--- config.mk ---
export PLATFORM = sky130hd
export DESIGN_NAME = eth_gmii_rx_framer
export DESIGN_NICKNAME = d
export VERILOG_FILES = /design/src/rtl/eth_gmii_rx_framer.sv
export SDC_FILE = /design/constraint.sdc
export NUM_CORES = 1
export LEC_CHECK = 0
export CORE_MARGIN = 3
export CORE_UTILIZATION = 40
export DETAILED_ROUTE_END_ITERATION = 8
export PLACE_DENSITY_LB_ADDON = 0.2
export SKIP_LAST_GASP = 1
export SLEW_MARGIN = 25
export SYNTH_ARGS = -nofsm -noshare
export SYNTH_HDL_FRONTEND = slang
export SYNTH_SLANG_ARGS = --single-unit
--- constraint.sdc ---
create_clock -name Clk -period 9.86 [get_ports Clk]
set_input_delay 1.972 -clock Clk [delete_from_list [all_inputs] [get_ports Clk]]
set_output_delay 1.972 -clock Clk [all_outputs]
set_load 0.03 [all_outputs]
--- src/rtl/eth_gmii_rx_framer.sv ---
// ---------------------------------------------------------------------------
// eth_gmii_rx_framer
//   GMII receive framer. Registers the PHY RX signals, checks the
//   preamble/SFD, strips them, and buffers frame bytes (DA..FCS) in a
//   DEPTH-entry show-ahead FIFO. The FIFO feeds an Avalon-ST source with
//   SOP/EOP, a constant channel tag and per-frame error flags on the EOP beat:
//     error[0] RX_ER seen during the frame
//     error[1] length error (short frame, or truncated at MAX_LEN)
//     error[2] FIFO overflow, frame truncated
//     error[3] FCS mismatch (only when ETH_RX_FCS_CHECK_EN is defined)
//
// Configuration macro:
//   ETH_RX_FCS_CHECK_EN  - enables the CRC-32 residue check (error[3]);
//                          undefined: no CRC logic, error[3] tied 0.
//
// Ports:
//   Clk, Rst_n                 125 MHz GMII RX clock, async active-low reset
//   ENET_RX_DATA/DV/ER         GMII receive inputs
//   M_avalonST_*               Avalon-ST source (readyLatency 0)
//   frame_drop                 1-cycle pulse per frame discarded with no output
// ---------------------------------------------------------------------------
module eth_gmii_rx_framer #(
  parameter int CHANNEL_W  = 1,
  parameter int CHANNEL_ID = 0,
  parameter int DEPTH      = 64,
  parameter int MIN_PRE    = 2,
  parameter int MIN_LEN    = 64,
  parameter int MAX_LEN    = 1518
) (
  input  logic                 Clk,
  input  logic                 Rst_n,
  input  logic [7:0]           ENET_RX_DATA,
  input  logic                 ENET_RX_DV,
  input  logic                 ENET_RX_ER,
  output logic                 M_avalonST_valid,
  output logic [7:0]           M_avalonST_data,
  output logic [CHANNEL_W-1:0] M_avalonST_channel,
  output logic [3:0]           M_avalonST_error,
  output logic                 M_avalonST_startofpacket,
  output logic                 M_avalonST_endofpacket,
  input  logic                 M_avalonST_ready,
  output logic                 frame_drop
);

  localparam int AW = $clog2(DEPTH);
  localparam logic [AW:0] LIM_FIRST = (AW+1)'(DEPTH-1);
  localparam logic [AW:0] LIM_OVF   = (AW+1)'(DEPTH-2);
  localparam logic [15:0] MIN_LEN_C = 16'(MIN_LEN);
  localparam logic [15:0] MAX_LEN_C = 16'(MAX_LEN);
  localparam logic [2:0]  MIN_PRE_C = 3'(MIN_PRE);

  typedef enum logic [1:0] {S_IDLE, S_PRE, S_DATA, S_DISC} state_t;

  state_t state;
  logic [2:0] pre_cnt;

  // ---- stage p0: GMII input register ----
  logic [7:0] rxd_p0;
  logic       dv_p0;
  logic       er_p0;

  always_ff @(posedge Clk or negedge Rst_n) begin
    if (!Rst_n) begin
      dv_p0 <= 1'b0;
      er_p0 <= 1'b0;
    end else begin
      dv_p0 <= ENET_RX_DV;
      er_p0 <= ENET_RX_ER;
    end
  end

  always_ff @(posedge Clk) begin
    rxd_p0 <= ENET_RX_DATA;
  end

  // ---- stage p1: one-byte hold register ----
  // The byte is held one cycle so that the end of DV can still mark it EOP.
  logic [7:0]  hold_data_p1;
  logic        vld_p1;
  logic        sop_p1;
  logic [15:0] len_p1;
  logic        er_st_p1;
  logic        fcs_bad;

  // FIFO bookkeeping
  logic [13:0]   mem [DEPTH];
  logic [AW:0]   wr_ptr, rd_ptr, rd_nxt, used, eff;
  logic          pop;
  logic          vld_p2;

  assign pop    = vld_p2 & M_avalonST_ready;
  assign rd_nxt = rd_ptr + {{AW{1'b0}}, pop};
  assign used   = wr_ptr - rd_ptr;
  // Occupancy as seen by a write this cycle; a same-cycle pop frees a slot.
  assign eff    = used - {{AW{1'b0}}, pop};

  // DATA-state decode. The held byte counts against the FIFO: a normal write
  // is only allowed while it leaves room for one more (EOP) entry, so a
  // started frame can always be closed. A frame whose very first write finds
  // no room at all is dropped instead of started.
  logic        wr_en;
  logic [13:0] wr_entry;
  logic        acc;
  logic        dat_drop, dat_idle, dat_disc;

  always_comb begin
    wr_en    = 1'b0;
    wr_entry = '0;
    acc      = 1'b0;
    dat_drop = 1'b0;
    dat_idle = 1'b0;
    dat_disc = 1'b0;
    if (state == S_DATA) begin
      if (!vld_p1) begin
        if (dv_p0) begin
          acc = 1'b1;
        end else begin
          dat_drop = 1'b1;
          dat_idle = 1'b1;
        end
      end else if (sop_p1 && (eff >= LIM_FIRST)) begin
        dat_drop = 1'b1;
        if (dv_p0) dat_disc = 1'b1;
        else       dat_idle = 1'b1;
      end else if (!dv_p0) begin
        wr_en    = 1'b1;
        wr_entry = {hold_data_p1, sop_p1, 1'b1,
                    fcs_bad, 1'b0, (len_p1 < MIN_LEN_C), er_st_p1};
        dat_idle = 1'b1;
      end else if (len_p1 == MAX_LEN_C) begin
        wr_en    = 1'b1;
        wr_entry = {hold_data_p1, sop_p1, 1'b1, 1'b0, 1'b0, 1'b1, er_st_p1};
        dat_disc = 1'b1;
      end else if (eff >= LIM_OVF) begin
        wr_en    = 1'b1;
        wr_entry = {hold_data_p1, sop_p1, 1'b1, 1'b0, 1'b1, 1'b0, er_st_p1};
        dat_disc = 1'b1;
      end else begin
        wr_en    = 1'b1;
        wr_entry = {hold_data_p1, sop_p1, 1'b0, 4'b0000};
        acc      = 1'b1;
      end
    end
  end

  always_ff @(posedge Clk or negedge Rst_n) begin
    if (!Rst_n) begin
      state      <= S_IDLE;
      pre_cnt    <= 3'd0;
      frame_drop <= 1'b0;
      vld_p1     <= 1'b0;
      sop_p1     <= 1'b0;
      len_p1     <= 16'd0;
      er_st_p1   <= 1'b0;
    end else begin
      frame_drop <= 1'b0;
      case (state)
        S_IDLE: begin
          if (dv_p0) begin
            if (rxd_p0 == 8'h55) begin
              state   <= S_PRE;
              pre_cnt <= 3'd1;
            end else begin
              state      <= S_DISC;
              frame_drop <= 1'b1;
            end
          end
        end
        S_PRE: begin
          if (!dv_p0) begin
            state      <= S_IDLE;
            frame_drop <= 1'b1;
          end else if (rxd_p0 == 8'h55) begin
            if (pre_cnt != 3'd7) pre_cnt <= pre_cnt + 3'd1;
          end else if ((rxd_p0 == 8'hD5) && (pre_cnt >= MIN_PRE_C)) begin
            state    <= S_DATA;
            vld_p1   <= 1'b0;
            len_p1   <= 16'd0;
            er_st_p1 <= 1'b0;
          end else begin
            state      <= S_DISC;
            frame_drop <= 1'b1;
          end
        end
        S_DATA: begin
          frame_drop <= dat_drop;
          if (dat_idle)      state <= S_IDLE;
          else if (dat_disc) state <= S_DISC;
          if (acc) begin
            vld_p1   <= 1'b1;
            sop_p1   <= !vld_p1;
            len_p1   <= len_p1 + 16'd1;
            er_st_p1 <= er_st_p1 | er_p0;
          end
          if (dat_idle || dat_disc) vld_p1 <= 1'b0;
        end
        default: begin
          if (!dv_p0) state <= S_IDLE;
        end
      endcase
    end
  end

  always_ff @(posedge Clk) begin
    if (acc) hold_data_p1 <= rxd_p0;
  end

`ifdef ETH_RX_FCS_CHECK_EN
  // Reflected CRC-32 (poly 0x04C11DB7), one byte per call.
  function automatic logic [31:0] crc_byte(input logic [31:0] c, input logic [7:0] d);
    logic [31:0] r;
    r = c ^ {24'h000000, d};
    for (int i = 0; i < 8; i++) begin
      r = r[0] ? ((r >> 1) ^ 32'hEDB88320) : (r >> 1);
    end
    return r;
  endfunction

  function automatic logic [31:0] rev32(input logic [31:0] v);
    logic [31:0] r;
    for (int i = 0; i < 32; i++) r[i] = v[31-i];
    return r;
  endfunction

  logic [31:0] crc_p1;

  // Seeded throughout the preamble, so every frame starts from all-ones.
  always_ff @(posedge Clk) begin
    if (state == S_PRE) crc_p1 <= 32'hFFFFFFFF;
    else if (acc)       crc_p1 <= crc_byte(crc_p1, rxd_p0);
  end

  // The register runs LSB-first; reverse it to compare with the residue.
  assign fcs_bad = (rev32(crc_p1) != 32'hC704DD7B);
`else
  assign fcs_bad = 1'b0;
`endif

  // ---- stage p2: FIFO storage and show-ahead output register ----
  always_ff @(posedge Clk) begin
    if (wr_en) mem[wr_ptr[AW-1:0]] <= wr_entry;
  end

  logic [7:0] data_p2;
  logic       sop_p2, eop_p2;
  logic [3:0] err_p2;

  // The output register reloads from the head every cycle; the write
  // pointer is the pre-write value, so a fresh entry shows one edge later.
  always_ff @(posedge Clk or negedge Rst_n) begin
    if (!Rst_n) begin
      wr_ptr  <= '0;
      rd_ptr  <= '0;
      vld_p2  <= 1'b0;
      data_p2 <= 8'h00;
      sop_p2  <= 1'b0;
      eop_p2  <= 1'b0;
      err_p2  <= 4'h0;
    end else begin
      if (wr_en) wr_ptr <= wr_ptr + {{AW{1'b0}}, 1'b1};
      rd_ptr <= rd_nxt;
      vld_p2 <= (wr_ptr != rd_nxt);
      if (wr_ptr != rd_nxt) begin
        {data_p2, sop_p2, eop_p2, err_p2} <= mem[rd_nxt[AW-1:0]];
      end
    end
  end

  assign M_avalonST_valid         = vld_p2;
  assign M_avalonST_data          = data_p2;
  assign M_avalonST_startofpacket = sop_p2;
  assign M_avalonST_endofpacket   = eop_p2;
  assign M_avalonST_error         = err_p2;
  assign M_avalonST_channel       = CHANNEL_W'(CHANNEL_ID);

endmodule

Word-level counts from Yosys, hierarchy flattened
Memory sizes are Yosys's and may differ from the RTL's. A register that Yosys moved wholly into a read port is not among the register bits.
Index checks and enable logic that the tools add are counted.
{ "totals": {"reg_bits": 58, "mem_bits_rw": 896, "output_inout_bits": 17, "memories": 1} }
{ "memory_table": {"columns": ["name", "depth", "word_bits", "read_ports", "rd_clocked_by_memory_dff", "write_ports", "line_no", "text"], "rows": [
  ["mem", 64, 14, 1, 1, 1, "86", "logic [13:0] mem [DEPTH];"]
]} }
{ "op_classes": {"n_addsub": 6, "magnitude_cmp": 4, "n_eq_ne": 19, "mux": 62, "n_bitwise": 2, "reduce_logical": 13} }
{ "ops": {"columns": ["cell", "n"], "rows": [
  ["$mux W16", 4],
  ["$mux W14", 3],
  ["$mux W1", 34],
  ["$pmux W16 S2", 1],
  ["$add A16 B1 Y16 const B", 1],
  ["$eq A16 B11 Y1 const B", 1],
  ["$lt A16 B7 Y1 const B", 1],
  ["$ne A2 B2 Y1 const B", 8],
  ["$mux W3", 5],
  ["$mux W5", 3],
  ["$ge A7 B6 Y1 const B", 2],
  ["$mux W2", 7],
  ["$reduce_and A5 Y1", 2],
  ["$ne A3 B3 Y1 const B", 3],
  ["$eq A8 B7 Y1 const B", 1],
  ["$eq A8 B8 Y1 const B", 1],
  ["$add A7 B1 Y7", 1],
  ["$add A7 B1 Y7 const B", 1],
  ["$ne A7 B7 Y1", 1],
  ["$sub A7 B1 Y7", 1],
  ["$sub A7 B7 Y7", 1],
  ["$pmux W2 S3", 1],
  ["$pmux W3 S2", 1],
  ["$reduce_and A6 Y1", 1],
  ["other kinds (17)", 21]
]} }

Logic depth before layout (Yosys ltp)
Gate-level depths: netlist of run 1.
{ "depth": {"ltp_word": 12, "depth_mapped": 15, "depth_no_buf": 14} }

Worst setup path before layout of run 1
Ideal clock, no wire load.
{ "synth_path": {"path_kind": "input to register", "start": "input M_avalonST_ready", "end": "memory mem[0][2] (data pin)", "setup_time_ns": 0.864, "arrival_ns": 7.587, "slack_ns": 1.409, "path_stages": 13, "path_buffers": 0, "cell_sequence": "nand2_1 > inv_1 > fa_1 > inv_1 > ha_1 > a21oi_1 > fa_1 > nor2_1 > nand3_1 > a211oi_1 > and2_1 > nor2_1 > nor4_1"} }
{ "synth_between": {"elab_chain_cells": 9} }
{ "synth_rtl": {"columns": ["item", "line_no", "text"], "rows": [
  ["from (decl)", "41", "input logic M_avalonST_ready,"],
  ["$and A1 B1 Y1 *", "91", "assign pop = vld_p2 & M_avalonST_ready;"],
  ["$sub A7 B1 Y7 *", "95", "assign eff = used - {{AW{1'b0}}, pop};"],
  ["$ge A7 B6 Y1", "134", "end else if (eff >= LIM_OVF) begin"],
  ["$mux W5", "134", null],
  ["$mux W5", "130", "end else if (len_p1 == MAX_LEN_C) begin"],
  ["$mux W5", "125", "end else if (!dv_p0) begin"],
  ["$mux W14 *", "121", "end else if (sop_p1 && (eff >= LIM_FIRST)) begin"],
  ["$mux W14 *", "114", "if (!vld_p1) begin"],
  ["$mux W14 *", "113", "if (state == S_DATA) begin"],
  ["via wr_entry[2]", "102", "logic [13:0] wr_entry;"],
  ["to (decl)", "86", null]
]} }
Mark *: on every way through the listed nets, which the timed path passes. The rest lies on a longest branch.

Worst setup path in the final report of run 1
{ "layout_path": {"start": "input M_avalonST_ready", "end": "memory mem[24][1] (enable)"} }
{ "layout_between": {"elab_chain_cells": 9} }
{ "layout_rtl": {"columns": ["item", "line_no", "text"], "rows": [
  ["$and A1 B1 Y1", "91", null],
  ["$sub A7 B1 Y7", "95", null],
  ["$ge A7 B6 Y1", "121", null],
  ["$logic_and A1 B1 Y1", "121", null],
  ["$mux W1", "121", null],
  ["$mux W1", "114", null],
  ["$mux W1", "113", null],
  ["$mux W1", "241", "if (wr_en) mem[wr_ptr[AW-1:0]] <= wr_entry;"],
  ["$mux W1 (implied by the code)", "241", null]
]} }
Every way passes these cells.

==> results of run 1 <==
==> kinds of logic (layout without fill, tap and decap cells) <==
kind of cell               after synthesis  after routing
DFF                                    903            903
and+or+nand+nor                        470            470
muxes                                  221            221
AOI/OAI and AO/OA                      189            189
buffers and inverters                  159            293
xor gates and xnor gates                34             34
adders and majority gates               23             23
other                                    1              2
==> critical path, cell delays in order <==
cell and delay, ps:
clkdlybuf4s50_1 530, nand2_1 160, inv_1 160, fa_1 470
inv_1 90, ha_1 130, a21oi_1 60, fa_1 460
a21boi_0 220, o22ai_2 120, xnor2_1 270, a32o_1 350
nor2_2 480, nand3_1 1050, nor2_1 1170
==> power by group through the flow <==
stage               clock, W  sequential, W  combinational (W)
floorplan                  0        0.00446            0.00263
global placement           0        0.00448            0.00389
detailed placement         0        0.00448            0.00391
CTS                  0.00363        0.00440            0.00392
global route         0.00380        0.00441            0.00417
finish               0.00357        0.00440            0.00391
==> placed cells by master, fill, tap and decap left out, types with 28 or more instances in the layout <==
| master | instances |
|---|---|
| edfxtp_1 | 840 |
| nand2_1 | 191 |
| mux4_2 | 182 |
| nor2_1 | 122 |
| clkbuf_16 | 90 |
| dfrtp_1 | 55 |
| inv_1 | 51 |
| nand3_1 | 48 |
| nor2_2 | 45 |
| buf_4 | 43 |
| a32oi_1 | 37 |
| mux2i_1 | 36 |
| a21oi_1 | 28 |
==> per-layer routing <==
layer  GRT usage, %  vias up  wire (um)
li1               -     8037          -
met1           29.4     9867      40500
met2           29.4      786      41100
met3           3.60      150       7090
met4           6.02        0       2540
met5              0        -          0
==> through the flow <==
stage               instances  total power (W)  hold slack, ps
floorplan                2001          0.00709             409
global placement         3134          0.00836             423
detailed placement       3135          0.00838             422
CTS                      3299           0.0120             444
global route             3300           0.0124             459
finish                   3300           0.0119             437
==> layout make-up <==
type	instances	area, um^2
repair buffers	75	671
multi-input cells	939	8790
flip-flops and latches	903	26800
clock inverters	60	774
clock buffers	104	2300
well taps	1165	1460
fillers	7395	47800
inverters	54	205
==> flip-flops by register name, indices dropped and copies added (netlist names) <==
name	cells
len_p1	16
sop_p1	1
er_st_p1	1
state	2
M_avalonST_valid	1
mem	832
M_avalonST_error	3
hold_data_p1	8
dv_p0	1
vld_p1	1
M_avalonST_data	8
frame_drop	1
er_p0	1
rxd_p0	8
pre_cnt	3
rd_ptr	7
M_avalonST_startofpacket	1
M_avalonST_endofpacket	1
wr_ptr	7
==> how the worst min path moves through the flow <==
stage	startpoint	endpoint	slack [ps]	depth (start not counted)
after floorplan	rxd_p0[5]$_DFF_P_	hold_data_p1[5]$_DFFE_PP_	410	0
after global routing	rxd_p0[0]$_DFF_P_	hold_data_p1[0]$_DFFE_PP_	460	0
final	rxd_p0[0]$_DFF_P_	hold_data_p1[0]$_DFFE_PP_	440	0
after detailed placement	rxd_p0[0]$_DFF_P_	hold_data_p1[0]$_DFFE_PP_	420	0
after global placement	rxd_p0[5]$_DFF_P_	hold_data_p1[5]$_DFFE_PP_	420	0
after CTS	rxd_p0[5]$_DFF_P_	hold_data_p1[5]$_DFFE_PP_	440	0
==> impl_metrics.tcl, run 1 <==
set metrics [dict create \
    outcome "finished clean" \
    maxCapViolCount 0 \
    clkLatencyLatePin_ps 650 \
    postSynthCellCount 2000 \
    rr_startpoint "wr_ptr[0]$_DFFE_PN0P_" \
    tns_ps 0 \
    cts_buffers 89 \
    crit_path_end_kind "flip-flop" \
    yosysTopAreaCell "edfxtp_1" \
    combPwrFrac_pct 32.9 \
    synth_cell_type_count 67 \
    cp.required_ps 10130 \
    die_width_um 306 \
    fp.dieArea_um2 93600 \
    post_cts_buffers 0 \
    cts.clk_slew.worst_paths_ps 60 \
    drc 0 \
    synth_xor_area_share_pct 0.879 \
    vdd_drop_max_mv 0.287 \
    rows 109 \
    drv_slew 0 \
    timing.clock.skew_ps 17.9 \
    synth-simple-area-share_pct 5.78 \
    routabilityCongestion 0.835 \
    placed_cell_area_um2 37800 \
    antenna_found_initial 0 \
    reg2reg_depth 13 \
    avgSynthCellArea_um2 18.0 \
    yosysSeqAreaShare_pct 74.3 \
    wire_per_inst_um 27.7 \
    criticalPathCategory "in -> reg" \
    fmax_mhz 134 \
    max_slew_margin_pct 14.5 \
    fin_area_um2 41000 \
    pwr-share-seq_pct 37.0 \
    worst_setup_path_start_kind "primary input" \
    fp.coreArea_um2 88800 \
    power.switching_w 0.00406 \
    synthAdderAreaFrac_pct 0.841 \
    grt_max_degree 105 \
    muxShareOfSynthArea_pct 12.5 \
    powerDensity_nw_per_um2 290 \
    antenna_cells 0 \
    totalWireLength_um 91200 \
    synth_edf_count 840 \
    internal_power_w 0.00782 \
    cts_root_buffer "clkbuf_16" \
    antenna_left 0 \
    nets 2098 \
    vias 18840 \
    postSynth.asyncResetShare_pct 6.09 \
    reg2reg_setup_slack_ps 3720 \
    io_pins 30 \
    setup_viol_count_final 0 \
    yosysMostFrequentCell "edfxtp_1" \
    final_layout_size_suffix_gt1_share_pct 21.4 \
    swShare_pct 34.2 \
    rsz0062_at_grt "false" \
    hold_viol 0 \
    grt_pass1_vias 18781 \
    dpl.hpwl_um 55500 \
    initial_core_util_pct 40.6 \
    initialDrtViolationCount 2140 \
    post_cts_resize_count 0 \
    synthFlopType "edfxtp_1" \
    min_path_type "reg -> reg" \
    yosys-top-cells-count "840 x edfxtp_1, 191 x nand2_1, 182 x mux4_2" \
    cp-startpoint "M_avalonST_ready" \
    grt_pass1_wl_um 134000 \
    via_per_inst 5.71 \
    arrival_ps 7720 \
    period_share_pct 75.6 \
    clock_tree.buffer_depth 3 \
    p_clk_share_pct 30.0 \
    post-route-util_pct 46.1 \
    hold_buffers 0 \
    synth_top_area_share_pct 70.1 \
    portBuffers 27 \
    synth_compound_area_share_pct 3.79 \
    crit_end "mem[24][1]$_DFFE_PP_" \
    overflow 0 \
    min_period_ps 7450 \
    r2r_end "mem[24][1]$_DFFE_PP_" \
    yosysWarnings 0 \
    synth_area_leaders "edfxtp_1 70%, mux4_2 11%, dfrtp_1 3.8%" \
    grt.total_usage_pct 19.6 \
    cts_tree "yes" \
    leakage_nw 14.4 \
    worst_slack_ps 2410 \
    tightest_slew_ps 1280 \
    synth_top_family_by_area "multiplexers" \
    area_delta_synth_final_pct 13.8 \
    die_h_um 306 \
    syn_area_um2 36000 \
    synth-seq-cells 903 \
    cts-htree-levels 3 \
    cts.sinks 903 \
    dpl_worst_slack_ps 1730 \
    critPathMaxFanout 13 \
    dr.pass1.iters 6 \
]
No activity file was read; power rests on OpenSTA's default activity.
==> run 2: changes to the inputs <==
==> constraint.sdc (replaced) <==
create_clock -name Clk -period 6.5 [get_ports Clk]
set_input_delay 1.3 -clock Clk [delete_from_list [all_inputs] [get_ports Clk]]
set_output_delay 1.3 -clock Clk [all_outputs]
set_load 0.03 [all_outputs]
==> impl_metrics.tcl, run 2 (synthesis results as in run 1) <==
set metrics [dict create \
    outcome "finished clean" \
    vdd_drop_max_mv 0.451 \
    io_pins 30 \
    critical_path.max_stage_delay_ps 510 \
    pwr-share-seq_pct 36.3 \
    rr_startpoint "wr_ptr[0]$_DFFE_PN0P_" \
    cts-htree-levels 3 \
    drc 0 \
    dpl_worst_slack_ps 2.63 \
    powerDensity_nw_per_um2 440 \
    rsz0062_at_grt "false" \
    die_width_um 306 \
    power.switching_w 0.00626 \
    regArea_um2 26800 \
    antenna_left 0 \
    clkLatencyLatePin_ps 660 \
    wire_per_inst_um 26.3 \
    p_clk_share_pct 29.6 \
    multiInputGateArea_um2 8670 \
    max_slew_margin_pct 30.4 \
    rows 109 \
    nets 2195 \
    grt.total_usage_pct 19.4 \
    antenna_found_initial 2 \
    worstPathCellList "clkdlybuf4s50_1 -> nand2_1 -> inv_1 -> fa_1 -> inv_1 -> ha_1 -> a21oi_1 -> fa_1 -> a21boi_0 -> o22ai_2 -> xnor2_1 -> a32o_1 -> nor2_2 -> nand3_1 -> buf_4 -> buf_4 -> nor2_1 -> buf_4" \
    crit_top_cell "buf_4" \
    hold_viol 0 \
    fp.coreArea_um2 88800 \
    min_period_ps 5600 \
    maxCapViolCount 0 \
    final_layout_size_suffix_gt1_share_pct 22.5 \
    cts_tree "yes" \
    fp.dieArea_um2 93600 \
    post_cts_resize_count 0 \
    initial_core_util_pct 40.6 \
    worst_slack_ps 903 \
    clock_tree.buffer_depth 3 \
    portBuffers 27 \
    grt_pass1_vias 19454 \
    setup_viol_count_final 0 \
    overflow 0 \
    cts_root_buffer "clkbuf_16" \
    initialDrtViolationCount 1915 \
    worst_path_max_delay_cell "nor2_2" \
    cts.sinks 903 \
    grt_max_degree 83 \
    totalWireLength_um 89600 \
    hold_path.startpoint "rxd_p0[5]$_DFF_P_" \
    cp.required_ps 6820 \
    placed_cell_area_um2 38600 \
    vias 18952 \
    n_fill_cell 7447 \
    area_delta_synth_final_pct 16.0 \
    arrival_ps 5910 \
    swShare_pct 34.0 \
    antenna_cells 0 \
    leakage_nw 14.9 \
    timing.clock.skew_ps 33.6 \
    cts_buffers 94 \
    fin_area_um2 41800 \
    crit_path_end_kind "flip-flop" \
    hold_buffers 0 \
    cts.clk_slew.worst_paths_ps 60 \
    critPathMaxFanout 13 \
    die_h_um 306 \
    drv_slew 0 \
    tns_ps 0 \
    post_cts_buffers 0 \
    final_cell_mix "840 x edfxtp_1, 191 x nand2_1, 182 x mux4_2, 163 x nor2_1, 122 x buf_4" \
    routabilityCongestion 0.846 \
    largest_reg_flops 832 \
    min_path_type "reg -> reg" \
    final_common_cell "edfxtp_1" \
    hold_ws_ps 452 \
    finalPower_w 0.0184 \
    via_per_inst 5.57 \
    criticalPathCategory "in -> reg" \
    combPwrFrac_pct 34.1 \
    fmax_mhz 179 \
    worst_setup_path_start_kind "primary input" \
    tightest_slew_ps 1040 \
    cp-startpoint "M_avalonST_ready" \
    period_share_pct 86.1 \
    grt_pass1_wl_um 132000 \
    internal_power_w 0.0121 \
    dpl.hpwl_um 56500 \
    dr.pass1.iters 5 \
]
-- run 2: area by class of cell --
type,instances,share of cell area (%)
tap,1165,3.49
multi-input combinational,939,20.8
timing repair buffer,167,3.69
clock inverter,56,1.50
sequential,903,64.1
clock buffer,119,6.01
inverter,54,0.491
-- run 2: path summary, 6_finish.rpt --
check | depth (start not counted) | slack, ps | end
max in group asynchronous | 2 | 5120 | M_avalonST_data[4]$_DFFE_PN0P_
min in group asynchronous | 2 | 820 | pre_cnt[0]$_DFFE_PN0P_
worst min register to register | 0 | 450 | hold_data_p1[5]$_DFFE_PP_
worst max-delay path | 18 | 900 | mem[0][2]$_DFFE_PP_
worst min-delay path | 0 | 450 | hold_data_p1[5]$_DFFE_PP_
worst max register to register | 16 | 1050 | mem[0][2]$_DFFE_PP_
-- run 2: critical path, delay by kind of cell --
kind / cells / cell delay, ps
adder cells (fa/ha/maj): 3 / 1070
buffers and inverters: 6 / 1380
AO/OA/AOI/OAI: 4 / 810
XOR/XNOR: 1 / 270
AND/OR/NAND/NOR: 4 / 1080
-- run 2: power groups by stage --
stage	Combinational (W)	Sequential, W	Clock, W
2_1_floorplan	0.00399	0.00676	0
3_3_place_gp	0.00626	0.00679	0
3_5_place_dp	0.00628	0.00679	0
4_1_cts	0.00631	0.00667	0.00554
5_1_grt	0.00672	0.00669	0.00580
6_report	0.00626	0.00668	0.00544
-- run 2: through the flow --
step | utilization (%) | cells
CTS | 47.0 | 3403
global placement | 43.5 | 3228
floorplan | - | 2001
detailed placement | 43.5 | 3228
global route | 47.1 | 3403
finish | 47.1 | 3403
-- run 2: layer usage --
layer	GRT usage (%)	up-vias	share of wire, %
li1	-	8240	-
met1	28.1	9864	44
met2	29.6	690	46
met3	4.19	156	7.3
met4	5.88	2	2.8
met5	0	-	0.0078
==> variant 1, RTL diff (settings of run 1) <==
Change the parameter `MAX_LEN` from 1518 to 759.
--- a/src/rtl/eth_gmii_rx_framer.sv
+++ b/src/rtl/eth_gmii_rx_framer.sv
@@ -25,7 +25,7 @@
   parameter int DEPTH      = 64,
   parameter int MIN_PRE    = 2,
   parameter int MIN_LEN    = 64,
-  parameter int MAX_LEN    = 1518
+  parameter int MAX_LEN    = 759
 ) (
   input  logic                 Clk,
   input  logic                 Rst_n,
Check against the original RTL: same outputs for any inputs over 4 cycles, from zero or initial values and one cycle with Rst_n low; that may be too few to reach the edited logic, so the function may still have changed.
==> variant 1 against run 1 <==
  * Sequential cell count is the same
  * Worst setup slack better by 1.1 ns
  * Cell area decreased by 0.22%
  * Die area is 0.34% higher
  * Area after synthesis is 0.35% higher
  * Register-to-register slack improved by 1.0 ns
  * Maximum frequency is 17% higher
  * Power is 6.5% higher
  * Routed wire length is 1.6% lower
  * Clock power down 3%
  * Combinational power grew 20%
  * Synthesized cell count down 3.9%
  * Critical path type unchanged
  * Largest power group is now combinational cells
==> variant 1: results (changes against run 1) <==
* Outcome: finished, final reports clean (unchanged)
* Worst-Skew Late Latency at 0.64 ns
* Commonest cells in the netlist: 840 x edfxtp_1, 285 x nor2_1, 221 x mux4_2 (was 840 x edfxtp_1, 191 x nand2_1, 182 x mux4_2)
* Post-synthesis mux area share at 14.7% (was 12.5%)
* Cell variety after synth at 62 (was 67)
* Fraction of the mapped netlist area in adder cells at 0.803% (was 0.841%)
* Slew HR at 26.3% (was 14.5%)
* First-pass GRT wire length at 132000 um (was 134000 um)
* Critical Path AT at 6.64 ns (was 7.72 ns)
* Fraction of power spent switching nets at 35.1% (was 34.2%)
* Delay-heaviest family, CP: simple AND/OR/NAND/NOR gates (unchanged)
* Initial antenna violation count at 1 (was 0)
* Dpl cell area at 37800 sq um (about the same)
* Layout Nets at 2012 (was 2098)
* Vias/cell at 5.65 (was 5.71)
* CTS max path bufs at 3 (unchanged)
* Drt drc at 0 (unchanged)
* Hold/Removal Path Class: flip-flop to flip-flop (unchanged)
* CTS Buf Count at 94 (was 89)
* Synth Area in Compound Gates at 2.38% (was 3.79%)
* Largest net degree at the start of global routing at 73 (was 105)
* FILL cells at 7549 (was 7395)
* Synth area leaders: edfxtp_1 70%, mux4_2 14%, dfrtp_1 3.8%, nor2_1 3.0%, ha_1 0.69% (was edfxtp_1 70%, mux4_2 11%, dfrtp_1 3.8%, nand2_1 2.0%, nor2_1 1.7%)
* Post-CTS Resized at 0 (unchanged)
* Synthesized-area fraction occupied by xor and xnor cells at 0.603% (was 0.879%)
* Post-DR wirelength/cell at 27.9 um (was 27.7 um)
* GP Congestion at 0.810 (was 0.835)
* Starting DRT DRC Count at 1818 (was 2140)
* Worst Path Max Fanout at 24 (was 13)
* Total sequential power at 0.00446 W (was 0.00440 W)
* Antenna diode count at 0 (unchanged)
* Buffers on Ports at 27 (unchanged)
* Clock power frac at 27.5% (was 30.0%)
* Slew Limit Fails at 0 (unchanged)
* Post-CTS setup buffers at 0 (unchanged)
* Seq/Total Area, Yosys at 74.1% (was 74.3%)
* Clock-pin slew on the worst setup and hold paths at 0.06 ns (about the same)
* Slowest cell on crit path: nor2_1 (unchanged)
* Async S/R FF share, synth at 6.09% (unchanged)
* Clk root buf: clkbuf_16 (unchanged)
* Peak supply drop at 0.000237 V (was 0.000287 V)
* Gr usage total at 19.3% (was 19.6%)
* Layout cells sized above 1 at 24.4% (was 21.4%)
* Max FFs per register at 832 (unchanged)
* Dpl hpwl at 54800 um (was 55500 um)
* Syn. warnings at 0 (unchanged)
* Fin Clk Skew at 0.0296 ns (was 0.0179 ns)
* Static leakage at 13.7 nW (was 14.4 nW)
* H-tree depth at 3 (unchanged)
* DRT Pass-1 Iters at 5 (was 6)
* Number of global-route vias before repair at 18500 (was 18800)
* Post-synth EDFFs at 840 (unchanged)
* Slowest stage delay, CP at 0.96 ns (was 1.17 ns)
==> variant 1: cell types whose count changed in the layout (fill, tap and decap cells not counted), sizes merged, moves of 14 or more <==
cell and change:
a21oi -14, a31oi -21, a32oi -36, buf -14
clkbuf +30, inv -23, mux2 +14, mux2i -22
mux4 +39, nand2 -129, nand2b +16, nand3 -14
nor2 +118, o211ai -14
==> variant 1: stage by stage <==
step | util [%] | worst slack [ns] | cells | power, W
final | 46.0 | 3.48 | 3221 | 0.0126
after global routing | 46.0 | 3.15 | 3221 | 0.0132
after CTS | 45.9 | 3.44 | 3221 | 0.0128
after detailed placement | 42.5 | 2.77 | 3046 | 0.00929
after global placement | 42.4 | 2.73 | 3046 | 0.00924
after floorplan | - | 2.29 | 1924 | 0.00774
==> variant 1: layout make-up <==
type                    instances  area (sq um)  share of cell area (%)
clock buffers                 134          2630                    6.43
clock inverters                41           392                   0.958
inverters                      31           116                   0.285
multi-input cells             886          8990                    22.0
flip-flops and latches        903         26800                    65.5
well taps                    1165          1460                    3.57
repair buffers                 61           528                    1.29
==> variant 1: path summary, 6_finish.rpt <==
kind                            slack, ns  cells past startpoint        startpoint                 end
worst min register to register       0.43                      0         rxd_p0[5]     hold_data_p1[5]
worst max register to register       4.74                     13         wr_ptr[0]          mem[10][4]
min in group asynchronous            1.49                      2             Rst_n          frame_drop
worst min-delay path                 0.43                      0         rxd_p0[5]     hold_data_p1[5]
max in group asynchronous            7.79                      2             Rst_n  M_avalonST_data[6]
worst max-delay path                 3.48                     15  M_avalonST_ready          mem[10][4]
==> variant 1: layer usage <==
metal,track usage [%],up-vias,part of all wire [%]
li1,-,7754,-
met1,29.1,9651,45
met2,29.5,684,46
met3,3.26,111,6.2
met4,4.66,0,2.2
met5,0,-,0
==> variant 2, RTL diff (settings of run 1) <==
Made on the original files. Re-encode `state_t` (4 states) as one-hot, 4 bits wide.
--- a/src/rtl/eth_gmii_rx_framer.sv
+++ b/src/rtl/eth_gmii_rx_framer.sv
@@ -49,7 +49,7 @@
   localparam logic [15:0] MAX_LEN_C = 16'(MAX_LEN);
   localparam logic [2:0]  MIN_PRE_C = 3'(MIN_PRE);
 
-  typedef enum logic [1:0] {S_IDLE, S_PRE, S_DATA, S_DISC} state_t;
+  typedef enum logic [3:0] {S_IDLE = 4'b0001, S_PRE = 4'b0010, S_DATA = 4'b0100, S_DISC = 4'b1000} state_t;
 
   state_t state;
   logic [2:0] pre_cnt;
Check against the original RTL: same outputs for any inputs over 4 cycles, from zero or initial values and one cycle with Rst_n low; so few cycles prove little.
==> variant 2 against run 1 <==
  * Critical path depth down 2
  * Sequential power decreased by 3%
  * Power shrank 13%
  * Combinational power shrank 31%
  * Die area down 0.62%
  * Critical endpoint is now mem[59][4]
  * Sequential cell count is 2 higher
  * Worst setup slack improved by 1.0 ns
  * Routed wire length fell by 4.3%
  * Cell area shrank 1.4%
  * Via count fell by 3.5%
  * Global-route usage decreased by 0.79 points
  * Area after synthesis decreased by 0.64%
==> variant 2: results (changes against run 1) <==
* Static leakage at 11.3 nW (was 14.4 nW)
* Post-Place Setup Slack at 2.73 ns (was 1.73 ns)
* Post-CTS Resized at 0 (unchanged)
* Delay-heaviest family, CP: simple AND/OR/NAND/NOR gates (unchanged)
* Post-CTS setup buffers at 0 (unchanged)
* Seq/Total Area, Yosys at 74.9% (was 74.3%)
* Clk pwr at 0.00331 W (was 0.00357 W)
* Synth Flop Type: edfxtp_1 (unchanged)
* CTS Buf Count at 88 (was 89)
* ClkCell Share at 6.96% (was 7.52%)
* Layout cells sized above 1 at 22.6% (was 21.4%)
* Cells after Synth at 1879 (was 2000)
* Initial antenna violation count at 1 (was 0)
* #MultiIn Comb at 846 (was 939)
* Number of global-route vias before repair at 18500 (was 18800)
* Clock buffer cells at 102 (was 104)
* Commonest cells in the netlist: 840 x edfxtp_1, 208 x mux4_2, 137 x nand2_1 (was 840 x edfxtp_1, 191 x nand2_1, 182 x mux4_2)
* Slowest cell on crit path: nor2_1 (unchanged)
* Multi-input combinational area share at 21.4% (was 21.5%)
* Async S/R FF share, synth at 6.30% (was 6.09%)
* Fin Clk Skew at 0.0276 ns (was 0.0179 ns)
* GP Congestion at 0.822 (was 0.835)
* Starting DRT DRC Count at 1779 (was 2140)
* Cell variety after synth at 63 (was 67)
* Dpl hpwl at 51600 um (was 55500 um)
* Hold/Removal Path Class: flip-flop to flip-flop (unchanged)
* Critical Path AT at 6.66 ns (was 7.72 ns)
* Clock-pin slew on the worst setup and hold paths at 0.06 ns (about the same)
* DRT Pass-1 Iters at 5 (was 6)
* FILL cells at 7393 (was 7395)
* Outcome: finished, final reports clean (unchanged)
* Slew HR at 26.7% (was 14.5%)
* Non-clk bufs at 61 (was 75)
* Slowest stage delay, CP at 1.14 ns (was 1.17 ns)
* Worst-Skew Late Latency at 0.63 ns (was 0.65 ns)
* Syn. warnings at 0 (unchanged)
* Antenna diode count at 1 (was 0)
* Largest net degree at the start of global routing at 106 (was 105)
* Gr usage total at 18.8% (was 19.6%)
* H-tree depth at 3 (unchanged)
* Non-CTS inverters at 26 (was 54)
* Layout Nets at 1961 (was 2098)
* P_sw at 0.00321 W (was 0.00406 W)
* Worst Path Max Fanout at 15 (was 13)
* Max FFs per register at 832 (unchanged)
* Routed WL at 87400 um (was 91200 um)
* Post-synth EDFFs at 840 (unchanged)
* Yosys reg bits at 905 (was 903)
* Synth area leaders: edfxtp_1 71%, mux4_2 13%, dfrtp_1 3.9%, nand2_1 1.4%, nor2_1 0.78% (was edfxtp_1 70%, mux4_2 11%, dfrtp_1 3.8%, nand2_1 2.0%, nor2_1 1.7%)
* Clk root buf: clkbuf_16 (unchanged)
* Vias/cell at 5.75 (was 5.71)
* Fraction of area in registers at 66.4% (was 65.3%)
* CTS max path bufs at 3 (unchanged)
* Peak supply drop at 0.000246 V (was 0.000287 V)
* Signal buf overhead at 1.38% (was 1.64%)
* Buffers on Ports at 27 (unchanged)
* First-pass GRT wire length at 129000 um (was 134000 um)
* Comb. pwr at 0.00271 W (was 0.00391 W)
==> variant 2: cell types whose count changed after synthesis, sizes merged, moves of 16 or more <==
cell / before / now
nor2: 167 / 82
nand2: 191 / 137
a32oi: 37 / 6
o21ai: 22 / 52
and2: 8 / 35
inv: 52 / 25
mux4: 182 / 208
a211oi: 5 / 25
mux2i: 36 / 19
xor2: 20 / 3
nand4: 9 / 25
==> variant 2: metal layers <==
metal / GRT usage, % / vias to the layer above / wire (um)
met5: 0 / - / 0
met4: 4.60 / 0 / 1700
met3: 3.19 / 106 / 5940
met2: 29.1 / 667 / 40600
met1: 28.0 / 9684 / 39100
li1: - / 7722 / -
==> variant 2: final timing paths <==
path	from	end	slack, ns	cells after the start
min in group asynchronous	Rst_n	M_avalonST_error[2]	1.52	2
setup reg to reg	M_avalonST_valid	mem[59][4]	4.62	12
hold reg to reg	rxd_p0[1]	hold_data_p1[1]	0.43	0
hold / removal	rxd_p0[1]	hold_data_p1[1]	0.43	0
max in group asynchronous	Rst_n	dv_p0	7.75	2
setup / recovery	M_avalonST_ready	mem[59][4]	3.43	13
==> variant 2: kinds of logic after synthesis <==
logic type | share of synthesized area [%]
other cells | 0.0105
compound gates | 3.33
buf+inv | 1.51
simple gates | 5.32
mux | 13.6
xor+xnor | 0.514
flops | 74.9
fa+ha+maj | 0.741
==> variant 2: metrics by stage <==
stage                     utilization, %  cells  power (W)  hold slack [ns]  cell area (sq um)
after floorplan                        -   1880    0.00618            0.399              35800
after global placement              42.3   3003    0.00707            0.404              37400
after detailed placement            42.4   3003    0.00709            0.417              37500
after CTS                           45.6   3162     0.0104            0.426              40300
after global routing                45.6   3162     0.0107            0.435              40400
final                               45.6   3163     0.0103            0.433              40400
